--- config.mk ---
export PLATFORM = sky130hd
export DESIGN_NAME = vernam_decrypt
export DESIGN_NICKNAME = d
export VERILOG_FILES = /design/src/rtl/vernam_pkg.sv /design/src/rtl/vernam_fifo.sv /design/src/rtl/vernam_decrypt.sv
export SDC_FILE = /design/constraint.sdc
export NUM_CORES = 1
export LEC_CHECK = 0
export ABC_CLOCK_PERIOD_IN_PS = 2100
export CORE_UTILIZATION = 49
export CTS_BUF_LIST = sky130_fd_sc_hd__clkbuf_8
export CTS_CLUSTER_DIAMETER = 120
export DETAILED_ROUTE_END_ITERATION = 16
export PLACE_DENSITY = 0.78
export SKIP_LAST_GASP = 1
export SYNTH_ARGS = -nofsm -noshare
export SYNTH_HDL_FRONTEND = slang
export SYNTH_SLANG_ARGS = --single-unit
--- constraint.sdc ---
create_clock -name clk -period 2.1 [get_ports clk]
set_input_delay 0.42 -clock clk [delete_from_list [all_inputs] [get_ports clk]]
set_output_delay 0.42 -clock clk [all_outputs]
set_load 0.01 [all_outputs]
--- src/rtl/vernam_pkg.sv ---
// vernam_pkg: keystream definition shared by the encrypt and decrypt ends.
// Both sides must agree on the LFSR taps and reset seed, so they live here.
package vernam_pkg;

  typedef enum logic {
    IDLE = 1'b0,
    RUN  = 1'b1
  } state_t;

  // Feedback taps on bits 7, 5, 4 and 3 of the left-shifting Fibonacci LFSR
  localparam logic [7:0] LFSR_TAPS           = 8'hB8;
  localparam logic [7:0] VERNAM_SEED_DEFAULT = 8'h01;

  // One LFSR step: shift left, feed the XOR of the tapped bits into bit 0
  function automatic logic [7:0] lfsr_next(input logic [7:0] s);
    return {s[6:0], ^(s & LFSR_TAPS)};
  endfunction

endpackage

--- src/rtl/vernam_fifo.sv ---
// vernam_fifo: 8-bit show-ahead FIFO with a registered head byte.
// The head register is refreshed from storage on a pop, or loaded directly
// from the write data when the pushed byte becomes the new head.
module vernam_fifo #(
  parameter int DEPTH = 4
) (
  input  logic       clk,
  input  logic       reset,
  input  logic       flush,
  input  logic       push,
  input  logic [7:0] wr_data,
  input  logic       pop,
  output logic [7:0] rd_data,
  output logic       full,
  output logic       empty
);

  localparam int AW = (DEPTH > 1) ? $clog2(DEPTH) : 1;
  localparam int CW = $clog2(DEPTH + 1);

  logic [7:0]    mem [DEPTH];
  logic [AW-1:0] rd_ptr_reg, wr_ptr_reg;
  logic [CW-1:0] count_reg, count_next;
  logic [7:0]    head_reg, head_next;
  logic [AW-1:0] rd_ptr_plus1;
  logic          do_push, do_pop;

  assign full         = (count_reg == CW'(DEPTH));
  assign empty        = (count_reg == '0);
  assign do_pop       = pop && !empty && !flush;
  // A full FIFO still takes a write when the head leaves in the same cycle
  assign do_push      = push && (!full || do_pop) && !flush;
  assign rd_ptr_plus1 = rd_ptr_reg + AW'(1);
  assign rd_data      = head_reg;

  // Next occupancy and next head byte
  always_comb begin
    count_next = count_reg;
    head_next  = head_reg;
    case ({do_push, do_pop})
      2'b10:   count_next = count_reg + CW'(1);
      2'b01:   count_next = count_reg - CW'(1);
      default: count_next = count_reg;
    endcase
    if (empty) begin
      if (do_push) head_next = wr_data;
    end else if (do_pop) begin
      if (count_reg == CW'(1)) begin
        if (do_push) head_next = wr_data;
      end else begin
        head_next = mem[rd_ptr_plus1];
      end
    end
  end

  // Storage array write port
  always_ff @(posedge clk) begin
    if (do_push) mem[wr_ptr_reg] <= wr_data;
  end

  // Pointers, occupancy and head register
  always_ff @(posedge clk) begin
    if (reset || flush) begin
      rd_ptr_reg <= '0;
      wr_ptr_reg <= '0;
      count_reg  <= '0;
      head_reg   <= 8'h00;
    end else begin
      if (do_push) wr_ptr_reg <= wr_ptr_reg + AW'(1);
      if (do_pop)  rd_ptr_reg <= rd_ptr_plus1;
      count_reg <= count_next;
      head_reg  <= head_next;
    end
  end

endmodule

--- src/rtl/vernam_decrypt.sv ---
// vernam_decrypt: receive-side Vernam stream decryptor.
// Regenerates the keystream from a shared seed, XORs it onto incoming
// ciphertext and queues the plaintext for the consumer at one byte per clock.
// Optional feature macro: VERNAM_DEC_CHECKSUM_EN (running XOR of plaintext).
module vernam_decrypt
  import vernam_pkg::*;
#(
  parameter int         DEPTH        = 4,
  parameter logic [7:0] SEED_DEFAULT = VERNAM_SEED_DEFAULT
) (
  input  logic        clk,
  input  logic        reset,
  input  logic        key_load,
  input  logic [7:0]  key_seed,
  input  logic        key_clear,
  input  logic [7:0]  in_data,
  input  logic        in_valid,
  output logic        in_ready,
  output logic [7:0]  out_data,
  output logic        out_valid,
  input  logic        out_ready,
  output logic [15:0] byte_count,
  output logic [7:0]  checksum
);

  state_t      state_reg;
  logic [7:0]  lfsr_reg;
  logic [15:0] byte_count_reg;
  logic        fifo_full, fifo_empty;
  logic        accept;
  logic [7:0]  plain;
  logic [7:0]  seed_fixed;

  assign in_ready   = (state_reg == RUN) && !fifo_full && !key_clear;
  assign accept     = in_valid && in_ready;
  assign plain      = in_data ^ lfsr_reg;
  // An all-zero seed would lock the LFSR, so it is replaced with 8'h01
  assign seed_fixed = (key_seed == 8'h00) ? 8'h01 : key_seed;
  assign out_valid  = !fifo_empty;
  assign byte_count = byte_count_reg;

  // Key state, keystream generator and accepted-byte counter
  always_ff @(posedge clk) begin
    if (reset) begin
      state_reg      <= IDLE;
      lfsr_reg       <= SEED_DEFAULT;
      byte_count_reg <= 16'd0;
    end else if (key_clear) begin
      state_reg      <= IDLE;
      byte_count_reg <= 16'd0;
    end else if (key_load) begin
      // A byte accepted this cycle was already decrypted with the old key
      state_reg      <= RUN;
      lfsr_reg       <= seed_fixed;
      byte_count_reg <= 16'd0;
    end else if (accept) begin
      lfsr_reg       <= lfsr_next(lfsr_reg);
      byte_count_reg <= byte_count_reg + 16'd1;
    end
  end

`ifdef VERNAM_DEC_CHECKSUM_EN
  logic [7:0] checksum_reg;

  // Running XOR over plaintext accepted since the last key change
  always_ff @(posedge clk) begin
    if (reset || key_clear || key_load) begin
      checksum_reg <= 8'h00;
    end else if (accept) begin
      checksum_reg <= checksum_reg ^ plain;
    end
  end

  assign checksum = checksum_reg;
`else
  assign checksum = 8'h00;
`endif

  vernam_fifo #(
    .DEPTH (DEPTH)
  ) u_fifo (
    .clk     (clk),
    .reset   (reset),
    .flush   (key_clear),
    .push    (accept),
    .wr_data (plain),
    .pop     (out_ready),
    .rd_data (out_data),
    .full    (fifo_full),
    .empty   (fifo_empty)
  );

endmodule

==> metrics.txt, run 1 <==
FF+latch count, synth=72; xor and xnor area share after synthesis=6.364%; outcome=finished, violations left; worst hold path class=reg2reg; row count=29; Post-Synth Adder-Cell Area=3.788%; Worst Path Required=2.38 ns; CTS Buf Count=9; Final Net Count=404; DRT iter0 DRCs=100; Post-synth top cells=dfxtp_1 (40), edfxtp_1 (32), nand2_1 (27); post-synthesis sequential area ratio=53.33%; DP HPWL=5315 microns; final hold vios=0; via/cell ratio=5.520; Core Region=6422 sq um; CTS tree=built; Distinct cells, synth=44; initial antenna violation count=0; Peak VDD IR=297.4 uV; number of fill cells=492; compound-gate portion of the synthesized area=9.432%; Root Driver=clkbuf_8; Buf+Inv Stages, Crit Path=1; Layout Cells excl Fill=454; Reg area=1762 sq um; DRT Pass-1 Iters=10; Place WS=-0.1627 ns; share of layout cells above drive strength 1=15.65%; Clock Tree Buf Depth=2; synth top area cells=edfxtp_1 (29%), dfxtp_1 (24%), mux4_2 (5.5%); final worst slack=0.1106 ns; largest family of logic cells by synthesized area=simple AND/OR/NAND/NOR gates; cells after synthesis=297; Fin Clk Skew=0.01300 ns; Antenna Cells=0; RSZ-0062 raised after global routing=no; Largest register FFs=32; failing checks=design-rule violations; Congestion Overflow GR=0; most common cell in the netlist=dfxtp_1; CTS sink count=72; fmax=502.7 MHz; max cap viols=0; post-route ant nets=0; Avg WL per Cell=15.63 microns; Worst-path clk slew=0.08 ns; proportion of synthesized area in mux cells=7.879%; Pwr Density=670.5 nW/um^2; H-tree depth=3; largest net degree at the start of global routing=24; Async S/R FF share, synth=0%; syn_area_per_cell=11.12 sq um; Crit-path slowest cell=or3_1; Initial Util=51.43%; GRT Total Usage=21.83%; period utilisation layout=94.73%; RePlAce Congestion=0.8145; Die ar.=7074 sq um; Slew Viols, Final=0; Relative slew margins=65.64%; Chip Height=84.11 microns; ys flop type=dfxtp_1; routed wire length=7094 microns; fin crit period=1.989 ns; Buffers on Ports=47; placed insts=438; area grow syn2layout=30.00%; CP arrival=2.27 ns; CP max stage delay=0.37 ns; Worst Setup Path Type=reg2reg; Util after Layout=66.86%; via count=2506; crit path cell chain=inv_1 -> ha_4 -> nor2b_2 -> nor3b_1 -> ha_1 -> or3_1 -> a21oi_1; Crit path max-delay family=simple AND/OR/NAND/NOR gates; Remaining DRCs=14; mapped cell area=3303 sq um; Simple-Gate Fraction of Synth Area=14.85%; top-area cell type share of the netlist area=29.09%; area of the multi-input gates=1450 sq um; Leak=1.573 nW; cell taking the most area after synthesis=edfxtp_1; startpoint types=flop; number of synthesized flops with an enable pin=32; Worst-Skew Late Latency=0.35 ns; Setup Viol. Count Final=0; Min Hold Slack=0.4354 ns; Die W=84.11 microns; measured slew at the worst slew-check pin=0.5148 ns; Worst setup EP type=flop; first-pass GRT wire length=11710 microns; Crit Path Max Fanout=6; vias in the first global route=2405; io pins=56; Synth warnings=0
[through the flow]
step / power, mW / TNS [ns] / area [sq um]
after floorplan: 1.625 / 0 / 3337
after global placement: 1.709 / -0.1926 / 4060
after detailed placement: 1.716 / -0.4992 / 4060
after CTS: 2.900 / -0.1636 / 4282
after global routing: 2.990 / 0 / 4294
final: 2.879 / 0 / 4294
[power by group]
| part | switching (mW) | total, mW | leakage (nW) | internal, mW |
|---|---|---|---|---|
| combinational | 0.0982 | 0.190 | 0.851 | 0.0923 |
| clock | 0.525 | 1.19 | 0.111 | 0.670 |
| sequential | 0.0122 | 1.49 | 0.611 | 1.48 |
| total | 0.635 | 2.88 | 1.57 | 2.24 |
[worst paths after layout]
| check | from | endpoint | slack (ns) | cells after the start |
|---|---|---|---|---|
| setup / recovery | u_fifo.count_reg[1] | u_fifo.count_reg[2] | 0.11 | 7 |
| hold reg to reg | u_fifo.rd_data[1] | u_fifo.rd_data[1] | 0.44 | 2 |
| setup reg to reg | u_fifo.count_reg[1] | u_fifo.count_reg[2] | 0.11 | 7 |
| hold / removal | u_fifo.rd_data[1] | u_fifo.rd_data[1] | 0.44 | 2 |
[layer usage]
metal	GRT usage, %	vias to the layer above	routed length, microns
met5	0	-	0
met4	10.97	0	142
met3	3.956	12	335
met2	37.18	71	3626
met1	26.68	1202	2990
li1	-	1221	-
[layout make-up]
cell class              count  area share, %
clock buffers               9          2.885
clock inverters             7          2.185
inverters                   9         0.7867
multi-input cells         203          33.77
flip-flops and latches     72          41.03
well taps                  77          2.244
repair buffers             77          17.10
[worst min-delay path, cell delays in order, from the launching register on]
cell	delay, ns
dfxtp_1	0.31
nand2_1	0.05
nand2_1	0.04
[placed cells by master, fill, tap and decap left out, types with 4 or more instances in the layout]
cell type / Yosys / layout
a21oi_1: 18 / 18
a22oi_1: 8 / 8
and2_1: 5 / 5
buf_4: 8 / 27
clkbuf_8: 0 / 9
clkdlybuf4s50_1: 0 / 45
conb_1: 1 / 8
dfxtp_1: 40 / 40
edfxtp_1: 32 / 32
ha_1: 10 / 9
inv_1: 9 / 10
mux2i_1: 8 / 8
mux4_2: 8 / 8
nand2_1: 27 / 27
nand3_1: 5 / 5
nand4_1: 4 / 4
nor2_1: 18 / 17
o21ai_0: 12 / 12
or3_1: 14 / 14
or4_1: 4 / 4
xnor2_1: 11 / 11
xor2_1: 13 / 13
[what timing repair did]
action,4_1_cts,5_1_grt
setup endpoints to repair,2,4
endpoints found under the hold margin,0,0
setup buffers,0,0
resized for setup,3,2
hold buffers,0,0
[logic make-up after synthesis]
logic type,after synthesis
AOI/OAI and AO/OA,51
adders and majority gates,10
buffers and inverters,29
xor gates and xnor gates,24
other,1
DFF,72
muxes,16
and+or+nand+nor,94
Power figures use the tool's default switching activity.
==> inputs of run 2 (changes only) <==
- ABC_CLOCK_PERIOD_IN_PS: 2100 -> 2200
- CORE_UTILIZATION: 49 -> 55
- PLACE_DENSITY: 0.78 -> 0.82
- clock period: 2.1 -> 2.2 ns (I/O delays scaled with it)
==> run 2 against run 1 <==
Against the previous run: the flow now finishes without violations; setup slack improved by 0.052 ns; global-route usage increased by 1.6 points; hold slack improved by 0.0048 ns; first-iteration DRC count rose by 71%; sequential share of layout area is 0.31 points higher; count of clock-buffer cells in the layout did not move; largest cell class unchanged; highest routed layer unchanged.
==> metrics.txt, run 2 (synthesized netlist as in run 1, its figures left out) <==
final hold vios=0 (unchanged); Congestion Overflow GR=0 (unchanged); Antenna Cells=0 (unchanged); Crit Path Max Fanout=6 (unchanged); Util after Layout=75.54% (+8.7 points); max cap viols=0 (unchanged); row count=27 (-6.9%); Reg2Reg Depth=6 (-1); Leak=1.543 nW (-1.9%); Clock Tree Buf Depth=2 (unchanged); Relative slew margins=66.42% (+0.78 points); outcome=completed; Setup Viol. Count Final=0 (unchanged); Initial Util=58.55% (+7.1 points); CTS Buf Count=9 (unchanged); Largest register FFs=32 (unchanged); Buffers on Ports=47 (unchanged); vias in the first global route=2294 (-4.6%); Die W=79.50 microns (-5.5%); Peak VDD IR=552.1 uV (+86%); critical path launch point=u_fifo.count_reg[1]; crit path to=byte_count[15]; Worst Setup Path Type=reg2reg; RePlAce Congestion=0.8297 (+1.9%); via count=2455 (-2.0%); highest routed layer=met4; Fin Clk Skew=0.01246 ns (-0.0005306 ns); fmax=490.8 MHz (-2.4%); Final Net Count=402 (-0.50%); final worst slack=0.1624 ns (+0.05182 ns); largest net degree at the start of global routing=24 (unchanged); Remaining DRCs=0 (-14); Core Region=5642 sq um (-12%); startpoint types=flop; most common cell after layout, fill and taps aside=clkdlybuf4s50_1; Worst-Skew Late Latency=0.35 ns (about the same); worst r2r dst=byte_count[15]; GRT Total Usage=23.39% (+1.6 points); Avg WL per Cell=15.23 microns (-2.6%); flop2flop setup slack=0.16 ns (+0.05 ns); CTS sink count=72 (unchanged); Worst-path clk slew=0.08 ns (about the same); commonest cells after routing, fill and taps aside=clkdlybuf4s50_1 (45), dfxtp_1 (40), edfxtp_1 (32), nand2_1 (27), buf_4 (25); CTS tree=built; Hold-fix buffers, CTS=0 (unchanged); DRT iter0 DRCs=171 (+71%); H-tree depth=3 (unchanged); CP arrival=2.32 ns (+0.05 ns); postcts setup bufs=0 (unchanged); measured slew at the worst slew-check pin=0.5031 ns (-0.01168 ns); Worst Path Required=2.48 ns (+0.10 ns); fin crit period=2.038 ns (+0.04818 ns); first-pass GRT wire length=11080 microns (-5.4%); Routed met2 length=3117 microns (-14%); area grow syn2layout=29.02%; wl on met1=3225 microns (+7.9%); wire length on met3=357 microns (+6.6%); period utilisation layout=92.62% (-2.1 points); post-CTS sizing=4 (+1); via/cell ratio=5.492 (-0.50%); DRT Pass-1 Iters=4 (-6); post-route ant nets=0 (unchanged); Place WS=-0.09135 ns (+0.07131 ns); initial antenna violation count=0 (unchanged); routed wire length=6806 microns (-4.1%); io pins=56 (unchanged); RSZ-0062 raised after global routing=no; Worst setup EP type=flop; Root Driver=clkbuf_8; DP HPWL=4758 microns (-10%); worst hold stages=2 (unchanged); RR Startpoint=u_fifo.count_reg[1]; share of layout cells above drive strength 1=15.47% (-0.18 points); Slew Viols, Final=0 (unchanged); Die ar.=6319 sq um (-11%); Pwr Density=653.4 nW/um^2 (-2.6%); worst hold path class=reg2reg; Chip Height=79.50 microns (-5.5%)
## run 2: worst max-delay path: stages (launching register included)
cell and delay, ns:
dfxtp_1 0.34, inv_1 0.09, ha_2 0.21, a21o_1 0.22
or3_1 0.47, or4_1 0.49, a21oi_1 0.14
## run 2: per-layer routing
metal  vias up  track usage (%)
met5         -                0
met4         0            8.545
met3        11            6.514
met2        77            35.30
met1      1153            32.08
li1       1214                -
## run 2: power breakdown
part           switching [mW]  total [mW]  internal (mW)  leakage (nW)
sequential             0.0122        1.43           1.41         0.611
combinational          0.0940       0.181         0.0871         0.825
clock                   0.527        1.18          0.650         0.107
## run 2: per-stage QoR
step / cells / setup TNS [ns] / hold slack [ns] / area [sq um] / power, mW
after floorplan: 304 / 0 / 0.4625 / 3332 / 1.550
after global placement: 431 / -0.04105 / 0.4221 / 4034 / 1.631
after detailed placement: 431 / -0.2383 / 0.4287 / 4034 / 1.636
after CTS: 447 / 0 / 0.4395 / 4262 / 2.798
after global routing: 447 / 0 / 0.4516 / 4262 / 2.877
final: 447 / 0 / 0.4401 / 4262 / 2.784
## run 2: worst min path at each step
| stage | startpoint | to | slack, ns |
|---|---|---|---|
| finish | u_fifo.rd_data[7] | u_fifo.rd_data[7] | 0.44 |
| global route | u_fifo.rd_data[3] | u_fifo.rd_data[3] | 0.45 |
| floorplan | u_fifo.rd_data[0] | u_fifo.rd_data[0] | 0.46 |
| CTS | u_fifo.rd_data[3] | u_fifo.rd_data[3] | 0.44 |
| global placement | u_fifo.rd_data[0] | u_fifo.rd_data[0] | 0.42 |
| detailed placement | u_fifo.rd_data[3] | u_fifo.rd_data[3] | 0.43 |
## run 2: cell type report
type	instances	area, sq um
clock buffer	9	123.9
clock inverter	7	101.3
fill	378	1380
inverter	9	33.78
multi-input combinational	203	1435
sequential	72	1762
tap	72	90.09
timing repair buffer	75	715.7
==> RTL change 1 (settings of run 1) <==
`DEPTH` is set to 4 in 2 places; all go to 2.
--- a/src/rtl/vernam_fifo.sv
+++ b/src/rtl/vernam_fifo.sv
@@ -2,7 +2,7 @@
 // The head register is refreshed from storage on a pop, or loaded directly
 // from the write data when the pushed byte becomes the new head.
 module vernam_fifo #(
-  parameter int DEPTH = 4
+  parameter int DEPTH = 2
 ) (
   input  logic       clk,
   input  logic       reset,
--- a/src/rtl/vernam_decrypt.sv
+++ b/src/rtl/vernam_decrypt.sv
@@ -5,7 +5,7 @@
 module vernam_decrypt
   import vernam_pkg::*;
 #(
-  parameter int         DEPTH        = 4,
+  parameter int         DEPTH        = 2,
   parameter logic [7:0] SEED_DEFAULT = VERNAM_SEED_DEFAULT
 ) (
   input  logic        clk,
Check against the original RTL: not equivalent (Yosys sat finds a counterexample within 4 cycles, from zero or initial values and one cycle with reset high).
==> RTL change 1 against run 1 <==
- sequential cell count decreased by 19
- worst setup slack got worse by 73 ps
- synthesized area decreased by 26%
- wire length decreased by 33%
- first-iteration DRC count increased by 14%
- power decreased by 35%
- design area decreased by 27%
- utilization decreased by 0.62 points
- die area decreased by 25%
==> RTL change 1: results (changes against run 1) <==
[critical_path]
reg2reg_slack_ps = 40  ; -70 ps
cp_slowest_cell = or4_4
max_stage_delay_ps = 550  ; +180 ps
crit_fanout = 8  ; +2
r2r_end = byte_count[9]
cp_data_arrival_time_ps = 2290  ; +20 ps

[layout]
multi_input_area_sq_mm = 0.00112  ; -23%
clkCellAreaFrac = 0.0306  ; -0.0201
area_growth_pct = 28.7
nFlopsAndLatches = 53  ; -26%
final_util = 0.662  ; -0.00625
seq_area_sq_mm = 0.00122  ; -31%
multiInputCombCellCount = 166  ; -18%
seq-cell-share = 0.388  ; -0.0221
buffer_area_frac = 0.190  ; +0.0185
nFillCells = 420  ; -15%
drive_above_1_share = 0.134  ; -0.0227
nets = 325  ; -20%

[power]
vdd_drop_max_uv = 293  ; -1.5%
comb_power_uw = 183  ; -4%
clockPowerShare = 0.318  ; -0.097
p_switching_uw = 434  ; -32%
leakagePower_uw = 0.00111  ; -29%

[grt]
use_met2 = 0.312  ; -0.0603
antenna_found_initial = 0  ; unchanged
grt_use_met3 = 0.0331  ; -0.00642
grt_use_met1 = 0.251  ; -0.0156
groute.usage.overall = 0.191  ; -0.0277
grt_pass1_vias = 1671  ; -31%
grt_start_max_net_pins = 17  ; -29%
grt_pass1_wl_mm = 7.62  ; -35%

[logic_synthesis]
synth_area_leaders = dfxtp_1 30%, edfxtp_1 20%, mux2i_1 6.1%
synth_cell_type_count = 34  ; -23%
synth_top_cell_area_share = 0.303  ; +0.0119
yosysSeqAreaShare = 0.499  ; -0.0341
synth_common_cells = 37 x dfxtp_1, 20 x nor2_1, 19 x a21oi_1, 16 x edfxtp_1, 15 x mux2i_1
avgSynthCellArea_sq_um = 10.2  ; -8.0%
synth_edf_count = 16  ; -50%

[placed_design]
dp_hpwl_mm = 3.52  ; -34%
place_area_sq_mm = 0.00305  ; -25%
dp.cells = 358  ; -18%
place_ws_ps = -311  ; -149 ps

[route]
vias_per_cell = 5.23  ; -5.3%
drt_iter0_drc = 114  ; +14%
drt-pass1-iter-count = 4  ; -6
wire_per_inst_um = 13.0  ; -17%
met1_length_mm = 2.17  ; -28%
wl_met3_um = 214  ; -36%
wirelength_mm = 4.76  ; -33%
wl_met2_mm = 2.30  ; -36%

[hold_path]
holdCritStartpoint = byte_count[15]

[status]
status = complete, no violations

[clocking]
insertion_delay_ps = 310  ; -40 ps
cts_made_buffers = 5  ; -4

[sta]
skew_ps = 5.01  ; -7.98 ps
holdWs_ps = 502  ; +66.5 ps

==> RTL change 1: changes by cell type after synthesis, sizes merged, moves of 7 or more <==
cell	before	now
mux2i	8	15
nand2	27	8
nor3	2	14
a22oi	8	0
o221a	0	8
edfxtp	32	16
mux4	8	0
==> RTL change 1: logic make-up (layout without fill, tap and decap cells) <==
group / Yosys count / after routing / share of synthesized area
mux: 15 / 15 / 0.0614
xor+xnor: 22 / 22 / 0.0788
flops: 53 / 53 / 0.499
fa+ha+maj: 5 / 5 / 0.0256
simple gates: 71 / 71 / 0.150
compound gates: 45 / 45 / 0.124
buf+inv: 27 / 80 / 0.0593
other cells: 1 / 8 / 0.00153
==> RTL change 1: timing repair <==
action                                  in CTS  in global routing
endpoints found under the setup margin       8                  7
pin swaps                                    0                  2
resized for setup                            3                  2
==> RTL change 1: tightest hold or removal path: stages (launching register included) <==
cell and delay (ps):
dfxtp_1 330, o21ai_0 70, a21oi_1 60
==> RTL change 2 (flow settings as in run 1) <==
Without the edit above. Put one more register stage on the output `byte_count`. The value now appears one clock later. The other outputs are not delayed to match.
--- a/src/rtl/vernam_decrypt.sv
+++ b/src/rtl/vernam_decrypt.sv
@@ -37,7 +37,9 @@
   // An all-zero seed would lock the LFSR, so it is replaced with 8'h01
   assign seed_fixed = (key_seed == 8'h00) ? 8'h01 : key_seed;
   assign out_valid  = !fifo_empty;
-  assign byte_count = byte_count_reg;
+  always_ff @(posedge clk) begin
+    byte_count <= byte_count_reg;
+  end
 
   // Key state, keystream generator and accepted-byte counter
   always_ff @(posedge clk) begin
Behaviour: not the same (Yosys sat finds a counterexample within 4 cycles, from zero or initial values and one cycle with reset high).
==> RTL change 2 against run 1 <==
- power grew 8.5%
- clock skew is 1.5 ps higher
- sequential share of layout area rose by 4.0 points
- sequential power rose by 21%
- design area rose by 7.8%
- cell count rose by 7.5%
- via count grew 3.2%
- synthesized area increased by 9.8%
- worst setup slack improved by 23 ps
- wire length grew 4.8%
- sequential cell count grew 16
- register-to-register slack better by 50 ps
- non-clock buffer count rose by 1
- critical path type is now reg2out
- critical endpoint is now in_ready
==> RTL change 2: results (changes against run 1) <==
[hold_path]
min_path_type = reg2reg

[placed_design]
place_ws_ps = -140  ; +22.5 ps
io_buffers = 47  ; unchanged
dp.cells = 472  ; +7.8%
place_area_sq_mm = 0.00442  ; +8.9%
dp_hpwl_mm = 5.38  ; +1.1%
place.gp.congestion = 0.820  ; +0.61%

[grt]
groute.usage.overall = 0.212  ; -0.00588
grt_pass1_vias = 2510  ; +4.4%
grt_pass1_wl_mm = 12.1  ; +3.4%
grt_start_max_net_pins = 24  ; unchanged
antenna_found_initial = 0  ; unchanged

[logic_synthesis]
synth_cell_type_count = 43  ; -2.3%
synth_area_leaders = dfxtp_1 31%, edfxtp_1 27%, mux4_2 5.0%
avgSynthCellArea_sq_um = 11.6  ; +4.5%
synth_common_cells = 56 x dfxtp_1, 32 x edfxtp_1, 29 x nand2_1, 18 x nor2_1, 16 x xor2_1
synth_edf_count = 32  ; unchanged
synth_flop_cell = dfxtp_1
synth_area_sq_mm = 0.00363  ; +9.8%
ys_async_sr_fraction = 0  ; unchanged
yosysWarnings = 0  ; unchanged
yosysSeqAreaShare = 0.574  ; +0.0409

[layout]
diodes = 0  ; unchanged
nFillCells = 560  ; +14%
instances_no_fill = 488  ; +7.5%
nets = 419  ; +3.7%
drive_above_1_share = 0.153  ; -0.00344

[route]
wirelength_mm = 7.43  ; +4.8%
drt-pass1-iter-count = 5  ; -5
drt_iter0_drc = 148  ; +48%
vias = 2586  ; +3.2%

[power]
leakagePower_uw = 0.00172  ; +9.1%
vdd_drop_max_uv = 541  ; +82%

[clocking]
clkTransAtPathRegs_ps = 90
cts_setup_buffers = 0  ; unchanged
h-tree-depth = 3  ; unchanged
postCtsHoldBufs = 0  ; unchanged
cts_made_buffers = 9  ; unchanged
cts_root_buffer = clkbuf_8
insertion_delay_ps = 370  ; +20 ps
clk_path_buf_depth = 2  ; unchanged

[critical_path]
cp_data_arrival_time_ps = 1550  ; -720 ps
crit_fanout = 6  ; unchanged

[status]
status = complete, no violations

[sta]
skew_ps = 14.5  ; +1.53 ps

[RTL change 2: worst paths after layout]
path,startpoint,endpoint,slack [ps],cells after the start
worst max register to register,u_fifo.count_reg[0],u_fifo.count_reg[2],160,10
worst min-delay path,byte_count_reg[15],byte_count[15],390,0
worst min register to register,byte_count_reg[15],byte_count[15],390,0
worst max-delay path,u_fifo.count_reg[0],in_ready,130,5
[RTL change 2: cells by family (layout without fill, tap and decap cells)]
logic type / count (synthesis) / in the layout / share of synthesized area
compound gates: 47 / 47 / 0.0811
other cells: 1 / 8 / 0.00103
simple gates: 97 / 97 / 0.140
flops: 88 / 88 / 0.574
fa+ha+maj: 10 / 10 / 0.0345
mux: 16 / 16 / 0.0718
buf+inv: 29 / 102 / 0.0390
xor+xnor: 24 / 24 / 0.0580
[RTL change 2: area by class of cell]
type,instances,share of cell area
inverter,8,0.00649
tap,96,0.0260
timing repair buffer,78,0.162
clock buffer,9,0.0268
clock inverter,7,0.0149
multi-input combinational,202,0.314
sequential,88,0.450
[RTL change 2: routing by layer]
| layer | up-vias | global-route usage | share of wire |
|---|---|---|---|
| met5 | - | 0 | 0 |
| met4 | 0 | 0.0982 | 0.016 |
| met3 | 9 | 0.0462 | 0.049 |
| met2 | 70 | 0.352 | 0.49 |
| met1 | 1240 | 0.267 | 0.44 |
| li1 | 1267 | - | - |
[RTL change 2: stage by stage]
step           total power [uW]  hold WS, ps  utilization
6_report                   3120          390        0.663
5_1_grt                    3260          404        0.663
4_1_cts                    3150          396        0.663
3_5_place_dp               2030          381        0.633
3_3_place_gp               2020          380        0.633
2_1_floorplan              1940          344            -
[RTL change 2: timing repair]
| action | 4_1_cts | 5_1_grt |
|---|---|---|
| setup endpoints to repair | 2 | 3 |
| endpoints found under the hold margin | 0 | 0 |
| resized for setup | 5 | 2 |
[RTL change 2: report_power, final]
| group | switching (uW) | internal [uW] | total [uW] |
|---|---|---|---|
| clock | 666 | 467 | 1130 |
| sequential | 12.2 | 1780 | 1800 |
| combinational | 101 | 91.5 | 193 |
[RTL change 2: worst max-delay path: stages, from the launching register on]
cell and delay (ps):
dfxtp_1 350, inv_1 90, ha_4 190, a21oi_1 170, and2_1 150, clkdlybuf4s15_1 250
